$ cat src/rtl/musicbox_pkg.sv
`default_nettype none
// ============================================================================
// Module      : musicbox_pkg
// Description : Shared mode encoding and datapath widths for the music box.
// Revision    : 1.0 - initial release
// ============================================================================
package musicbox_pkg;

    localparam int c_ADDR_WIDTH   = 24;
    localparam int c_SAMPLE_WIDTH = 16;

    // Encoding is visible on currentMode, so values are fixed.
    typedef enum logic [2:0] {
        IDLE       = 3'd0,
        PLAY_SONG0 = 3'd1,
        PLAY_SONG1 = 3'd2,
        RECORD     = 3'd3,
        PLAY_REC   = 3'd4,
        DRAIN      = 3'd5
    } musicState_t;

endpackage
`default_nettype wire

$ cat src/rtl/sdram_request_port.sv
`default_nettype none
// ============================================================================
// Module      : sdram_request_port
// Description : Single-outstanding SDRAM request holder; fields stay frozen
//               from issue through the acknowledging cycle.
// Revision    : 1.0 - initial release
// ============================================================================
module sdram_request_port
    import musicbox_pkg::*;
(
    input  logic                      clk,
    input  logic                      rst,
    input  logic                      i_issue,
    input  logic                      i_write,
    input  logic [c_ADDR_WIDTH-1:0]   i_address,
    input  logic [c_SAMPLE_WIDTH-1:0] i_writeData,
    input  logic                      i_ack,
    output logic                      o_req,
    output logic                      o_write,
    output logic [c_ADDR_WIDTH-1:0]   o_address,
    output logic [c_SAMPLE_WIDTH-1:0] o_writeData,
    output logic                      o_ackSeen
);

    logic                      r_req;
    logic                      r_write;
    logic [c_ADDR_WIDTH-1:0]   r_address;
    logic [c_SAMPLE_WIDTH-1:0] r_writeData;

    always_ff @(posedge clk) begin
        if (rst) begin
            r_req       <= 1'b0;
            r_write     <= 1'b0;
            r_address   <= '0;
            r_writeData <= '0;
        end else if (r_req) begin
            if (i_ack) begin
                r_req <= 1'b0;
            end
        end else if (i_issue) begin
            r_req       <= 1'b1;
            r_write     <= i_write;
            r_address   <= i_address;
            r_writeData <= i_writeData;
        end
    end

    // Stray acks with nothing outstanding never reach the controller.
    assign o_ackSeen   = r_req & i_ack;
    assign o_req       = r_req;
    assign o_write     = r_write;
    assign o_address   = r_address;
    assign o_writeData = r_writeData;

endmodule
`default_nettype wire

$ cat src/rtl/music_box_mode_controller.sv
`default_nettype none
// ============================================================================
// Module      : music_box_mode_controller
// Description : Mode FSM for song playback, sample recording to SDRAM and
//               playback of the recording.
// Revision    : 1.0 - initial release
// ============================================================================
module music_box_mode_controller
    import musicbox_pkg::*;
#(
    parameter int unsigned MAX_RECORD_WORDS = 1323000
)(
    input  logic                      max10Board_50MhzClock,
    input  logic                      reset,
    input  logic                      sampleTick,
    input  logic                      pressPlaySong0,
    input  logic                      pressPlaySong1,
    input  logic                      pressMakeRecording,
    input  logic                      pressPlayRecording,
    input  logic                      songDone,
    input  logic [c_SAMPLE_WIDTH-1:0] synthSample,
    output logic                      sdramReq,
    output logic                      sdramWrite,
    output logic [c_ADDR_WIDTH-1:0]   sdramAddress,
    output logic [c_SAMPLE_WIDTH-1:0] sdramWriteData,
    input  logic                      sdramAck,
    input  logic [c_SAMPLE_WIDTH-1:0] sdramReadData,
    output logic [2:0]                currentMode,
    output logic [c_SAMPLE_WIDTH-1:0] playbackSample,
    output logic [c_ADDR_WIDTH-1:0]   recordingLength,
    output logic                      overrunError
);

    localparam logic [c_ADDR_WIDTH-1:0] c_MAX_WORDS = c_ADDR_WIDTH'(MAX_RECORD_WORDS);
    localparam logic [c_ADDR_WIDTH-1:0] c_ONE       = c_ADDR_WIDTH'(1);

    musicState_t               r_state;
    logic [c_ADDR_WIDTH-1:0]   r_addrCounter;
    logic [c_ADDR_WIDTH-1:0]   r_recordingLength;
    logic [c_SAMPLE_WIDTH-1:0] r_playbackSample;
    logic                      r_overrunError;

    logic w_ackSeen;
    logic w_issue;
    logic w_issueWrite;
    logic w_pending;
    logic w_recordStop;
    logic w_lastRead;
    logic w_tickWhileBusy;

    // Outstanding means it will still be outstanding after this edge.
    assign w_pending       = sdramReq & ~w_ackSeen;
    assign w_recordStop    = pressMakeRecording | (r_addrCounter == c_MAX_WORDS);
    assign w_lastRead      = (r_addrCounter == (r_recordingLength - c_ONE));
    assign w_issueWrite    = (r_state == RECORD);
    assign w_tickWhileBusy = sampleTick & sdramReq &
                             ((r_state == RECORD) | (r_state == PLAY_REC));
    assign w_issue         = sampleTick & ~sdramReq &
                             (((r_state == RECORD)   & ~w_recordStop) |
                              ((r_state == PLAY_REC) & ~pressPlayRecording));

    sdram_request_port u_requestPort (
        .clk         (max10Board_50MhzClock),
        .rst         (reset),
        .i_issue     (w_issue),
        .i_write     (w_issueWrite),
        .i_address   (r_addrCounter),
        .i_writeData (synthSample),
        .i_ack       (sdramAck),
        .o_req       (sdramReq),
        .o_write     (sdramWrite),
        .o_address   (sdramAddress),
        .o_writeData (sdramWriteData),
        .o_ackSeen   (w_ackSeen)
    );

    always_ff @(posedge max10Board_50MhzClock) begin
        if (reset) begin
            r_state           <= IDLE;
            r_addrCounter     <= '0;
            r_recordingLength <= '0;
            r_playbackSample  <= '0;
            r_overrunError    <= 1'b0;
        end else begin
            if (w_tickWhileBusy) begin
                r_overrunError <= 1'b1;
            end
            case (r_state)
                IDLE: begin
                    if (pressMakeRecording) begin
                        r_state           <= RECORD;
                        r_addrCounter     <= '0;
                        r_recordingLength <= '0;
                    end else if (pressPlayRecording && (r_recordingLength != '0)) begin
                        r_state       <= PLAY_REC;
                        r_addrCounter <= '0;
                    end else if (pressPlaySong0) begin
                        r_state <= PLAY_SONG0;
                    end else if (pressPlaySong1) begin
                        r_state <= PLAY_SONG1;
                    end
                end
                PLAY_SONG0: begin
                    if (songDone || pressPlaySong0) begin
                        r_state <= IDLE;
                    end
                end
                PLAY_SONG1: begin
                    if (songDone || pressPlaySong1) begin
                        r_state <= IDLE;
                    end
                end
                RECORD: begin
                    if (w_ackSeen) begin
                        r_addrCounter     <= r_addrCounter + c_ONE;
                        r_recordingLength <= r_recordingLength + c_ONE;
                    end
                    if (w_recordStop) begin
                        r_state <= w_pending ? DRAIN : IDLE;
                    end
                end
                PLAY_REC: begin
                    if (w_ackSeen) begin
                        r_addrCounter <= r_addrCounter + c_ONE;
                        if (w_lastRead || pressPlayRecording) begin
                            r_state          <= IDLE;
                            r_playbackSample <= '0;
                        end else begin
                            r_playbackSample <= sdramReadData;
                        end
                    end else if (pressPlayRecording) begin
                        r_state          <= sdramReq ? DRAIN : IDLE;
                        r_playbackSample <= '0;
                    end
                end
                DRAIN: begin
                    if (w_ackSeen) begin
                        r_addrCounter <= r_addrCounter + c_ONE;
                        if (sdramWrite) begin
                            r_recordingLength <= r_recordingLength + c_ONE;
                        end
                        r_state <= IDLE;
                    end else if (!sdramReq) begin
                        r_state <= IDLE;
                    end
                end
                default: begin
                    r_state <= IDLE;
                end
            endcase
        end
    end

    assign currentMode     = r_state;
    assign playbackSample  = r_playbackSample;
    assign recordingLength = r_recordingLength;
    assign overrunError    = r_overrunError;

endmodule
`default_nettype wire
$ cat config.mk
export PLATFORM = sky130hd
export DESIGN_NAME = music_box_mode_controller
export DESIGN_NICKNAME = d
export VERILOG_FILES = /design/src/rtl/musicbox_pkg.sv /design/src/rtl/sdram_request_port.sv /design/src/rtl/music_box_mode_controller.sv
export SDC_FILE = /design/constraint.sdc
export NUM_CORES = 1
export LEC_CHECK = 0
export ABC_AREA = 1
export ABC_CLOCK_PERIOD_IN_PS = 2200
export CORE_MARGIN = 10
export CORE_UTILIZATION = 30
export CTS_BUF_LIST = sky130_fd_sc_hd__clkbuf_8 sky130_fd_sc_hd__clkbuf_16
export DETAILED_ROUTE_END_ITERATION = 12
export PLACE_DENSITY_LB_ADDON = 0.08
export SKIP_CTS_REPAIR_TIMING = 1
export SYNTH_ARGS = -nofsm -noshare
export SYNTH_HDL_FRONTEND = slang
export SYNTH_HIERARCHICAL = 1
export SYNTH_SLANG_ARGS = --single-unit
$ cat constraint.sdc
create_clock -name max10Board_50MhzClock -period 2.2 [get_ports max10Board_50MhzClock]
set_clock_uncertainty 0.2 [all_clocks]
set_input_delay 0.44 -clock max10Board_50MhzClock [delete_from_list [all_inputs] [get_ports max10Board_50MhzClock]]
set_output_delay 0.44 -clock max10Board_50MhzClock [all_outputs]
set_load 0.1 [all_outputs]
==> run summary <==
The width of the die came out at 172 µm. Data on the critical path arrives at its endpoint at 2.40 ns. After layout, the design draws a total of 0.00855 W. Insertion delay of the later-clocked pin in the worst-skew pair: 0.37 ns. The total overflow reported by the global router came out at 0.

The via count of the first global-routing pass was 7359; the final worst-path setup slack was -0.152 ns. Of the available clock period, the critical path in the final layout requires 107%. The async set-reset flop share out of synthesis is 0%. The number of nets in the synthesized netlist was 1102. The finished layout holds 1629 standard cells, fillers aside.

Measured along the y axis, the die boundary spans 172 µm. The routability congestion estimate from global placement was 0.897; the post-placement cell count was 1575. The critical path start-end classification was flip-flop to flip-flop. The synthesized netlist contains 46 unique library cells. The clock root buffer was sky130_fd_sc_hd__clkbuf_16.

The category of the worst setup path capture point was a flip-flop. The minimum period implied by the final worst setup slack is 2.35 ns. The initialized floorplan defines 55 standard-cell rows.

For this configuration, the core starts out at a cell density of 30.6%. The post-detailed-route wirelength per cell was 16.3 µm. Leaving out fill and tap cells, the most frequent cells in the layout are sky130_fd_sc_hd__buf_4 (220), sky130_fd_sc_hd__nand2_1 (211), sky130_fd_sc_hd__nor2_1 (114), sky130_fd_sc_hd__inv_1 (112), sky130_fd_sc_hd__dfxtp_1 (74). The clock transition at the registers of the reported paths was 0.09 ns; the warning count from the yosys run was 6.

The repair_antennas step left the layout with diodes totalling 0. Along the worst hold path, the cell count comes to 2. For the area enclosed by the die boundary, the log shows 29700 µm². The worst register-to-register path ends at playbackSample[6]. The top flip-flop cell by instance count after synthesis is sky130_fd_sc_hd__dfxtp_1. The number of antenna violations at the first check in global routing came out at 0.

The internal reg-to-reg setup slack is -0.15 ns, and the maximum VDD drop is 0.000542 V. The startpoint kind of the worst setup timing path was a flip-flop. The commonest non-fill, non-tap cell in the layout was sky130_fd_sc_hd__buf_4. Headroom to the max-slew limit came out at 66.6%.

The final layout contains 1385 nets. Synthesis inferred 110 register bits. During I/O placement, the number of pins put on the boundary was 127. Of all nets on the critical path, the largest fanout is 5.

The detail route stage leaves a number of antenna-violating nets equal to 0. Setup violations remaining at the end of the flow were counted as 35. The tools report the total detailed-routing wirelength as 26600 µm.

The worst hold path terminates at r_addrCounter[16]. The growth of design area from synthesis to finish is 64.3%, and the global router's overall resource usage is 16.0%. The worst reg-to-reg path cell count was 13.

The worst hold path begins at reset. The number of pins with negative max-slew slack in the final report was 0. The region available for standard cell placement spans 22700 µm². After detailed routing, the number of remaining DRC violations is 0. In the post-synthesis netlist, the biggest area contributors are sky130_fd_sc_hd__dfxtp_1 (32%), sky130_fd_sc_hd__nand2_1 (13%), sky130_fd_sc_hd__nor2_1 (7.6%). The H-tree generated during clock tree synthesis spans 3 levels.

Setup repair after global routing could not meet its margin everywhere. The tightest min-delay check is of the input pin to flip-flop type. TritonCTS built the clock tree. The detailed router finished its first iteration with 376 violations. Once detailed placement completed, the half-perimeter wirelength came to 18800 µm. The worst register-to-register path begins at recordingLength[7].

The mapped netlist covers 6960 µm². The tools report the number of sinks on the clock net as 110. The post-route netlist has 42.6% of its cells at a drive strength greater than 1.

Entering global routing, the biggest net connects 43 pins. The first global-routing pass estimated 38400 µm of wire. Counting flops with a built-in enable in the synthesized netlist gives 0.

The run finished, with violations left. The clock passes through at most 2 buffers. Worst hold slack: 0.266 ns.

For this block, the via count after detailed routing is 7738. The area fraction of the dominant cell type after synthesis came out at 31.7%. The tool flagged a number of max-cap violations equal to 0. The mean number of vias per cell is 4.75, and the number of failing hold endpoints at the final stage is 0.

Slew at the pin with the worst max-slew slack: 0.497 ns. The pre-antenna-repair detailed-routing pass consisted of 5 iterations. The worst setup path startpoint was recordingLength[7]. The run gives 2.25 ns as the endpoint required time on the critical path.

The checks that failed: negative setup slack. Counting the buffers created by CTS gives 9. For this design the static power due to leakage is 4.80 nW.

In this run the power density over the cells is 748 nW/µm². Static timing analysis puts the maximum clock frequency at 425 MHz. The cell taking the most area after synthesis was sky130_fd_sc_hd__dfxtp_1. The number of input and output port buffers inserted came out at 126. The share of the yosys chip area belonging to registers was 31.7%; the instance count of the mapped netlist was 1056.

The average cell area after synthesis is 6.59 µm².
[how the worst max path moves through the flow]
stage	to	slack, ns	cells past startpoint
4_1_cts	u_requestPort/o_address[2]	-0.58	14
2_1_floorplan	playbackSample[10]	-0.03	13
5_1_grt	currentMode[2]	-0.23	15
6_report	playbackSample[6]	-0.15	13
3_3_place_gp	u_requestPort/o_address[12]	-0.46	10
3_5_place_dp	u_requestPort/o_address[2]	-0.55	14
[per-stage QoR]
stage | setup WS, ns | TNS, ns | util, % | area (µm²)
after global placement | -0.455 | -28.02 | 42.9 | 9740
final | -0.152 | -2.78 | 50.3 | 11400
after floorplan | -0.0337 | -0.347 | - | 7070
after CTS | -0.577 | -25.41 | 44.2 | 10000
after detailed placement | -0.548 | -31.31 | 42.9 | 9740
after global routing | -0.228 | -11.86 | 50.3 | 11400
[synth_stat cells (5+ instances only)]
cell type and count:
sky130_fd_sc_hd__a21oi_1 60, sky130_fd_sc_hd__buf_2 17, sky130_fd_sc_hd__buf_4 6, sky130_fd_sc_hd__buf_6 7
sky130_fd_sc_hd__clkbuf_1 13, sky130_fd_sc_hd__dfxtp_1 110, sky130_fd_sc_hd__ha_1 5, sky130_fd_sc_hd__inv_1 117
sky130_fd_sc_hd__inv_2 8, sky130_fd_sc_hd__nand2_1 233, sky130_fd_sc_hd__nand2_2 8, sky130_fd_sc_hd__nand3_1 89
sky130_fd_sc_hd__nand3_2 12, sky130_fd_sc_hd__nand3b_1 10, sky130_fd_sc_hd__nand4_1 24, sky130_fd_sc_hd__nor2_1 141
sky130_fd_sc_hd__nor2_2 33, sky130_fd_sc_hd__nor2_4 7, sky130_fd_sc_hd__nor3_1 38, sky130_fd_sc_hd__nor3b_1 7
sky130_fd_sc_hd__nor4_1 11, sky130_fd_sc_hd__o21ai_0 18, sky130_fd_sc_hd__o21ai_1 5, sky130_fd_sc_hd__xnor2_1 12
sky130_fd_sc_hd__xor2_1 26
[worst max-delay path, stage by stage (launching register included)]
cell and delay [ns]:
sky130_fd_sc_hd__dfxtp_4 0.37, sky130_fd_sc_hd__buf_12 0.12, sky130_fd_sc_hd__nor2_4 0.15, sky130_fd_sc_hd__nand2_4 0.09, sky130_fd_sc_hd__nor2_4 0.19, sky130_fd_sc_hd__xor2_1 0.16, sky130_fd_sc_hd__nand2_1 0.13, sky130_fd_sc_hd__a21oi_2 0.12
sky130_fd_sc_hd__nand2_1 0.07, sky130_fd_sc_hd__nor2_2 0.15, sky130_fd_sc_hd__nand3_4 0.17, sky130_fd_sc_hd__clkbuf_16 0.21, sky130_fd_sc_hd__nand3_2 0.06, sky130_fd_sc_hd__a21oi_2 0.05
[layout make-up]
class / instances / area, µm²
Clock buffer: 9 / 225
Sequential cell: 110 / 2300
Timing Repair Buffer: 316 / 3100
Inverter: 127 / 500
Multi-Input combinational cell: 775 / 4870
Fill cell: 2274 / 11300
Clock inverter: 7 / 77.6
Tap cell: 285 / 357
[routing by layer]
| metal | GRT usage (%) | part of all wire (%) |
|---|---|---|
| met5 | 0 | 0 |
| met4 | 4.27 | 1.3 |
| met3 | 4.04 | 5.7 |
| met2 | 26.4 | 49 |
| met1 | 20.3 | 44 |
[sequential cells by signal, summed over array words and instances, names as in the netlist]
name / cells
recordingLength: 24
currentMode: 3
overrunError: 1
u_requestPort/o_req: 1
r_addrCounter: 24
u_requestPort/o_writeData: 16
playbackSample: 16
u_requestPort/o_write: 1
u_requestPort/o_address: 24
[power by group]
| group | switching, W | total [W] | internal, W |
|---|---|---|---|
| Sequential | 0.000109 | 0.00223 | 0.00212 |
| Combinational | 0.00288 | 0.00461 | 0.00173 |
| Clock | 0.000903 | 0.00172 | 0.000815 |
| Total | 0.00389 | 0.00855 | 0.00466 |
[kinds of logic after synthesis]
logic type	synth area share [%]
XOR/XNOR	4.79
buffers and inverters	10.9
flip-flops	31.7
adder cells (fa/ha/maj)	0.899
AO/OA/AOI/OAI	7.88
AND/OR/NAND/NOR	43.9
Power figures use the tool's default switching activity.
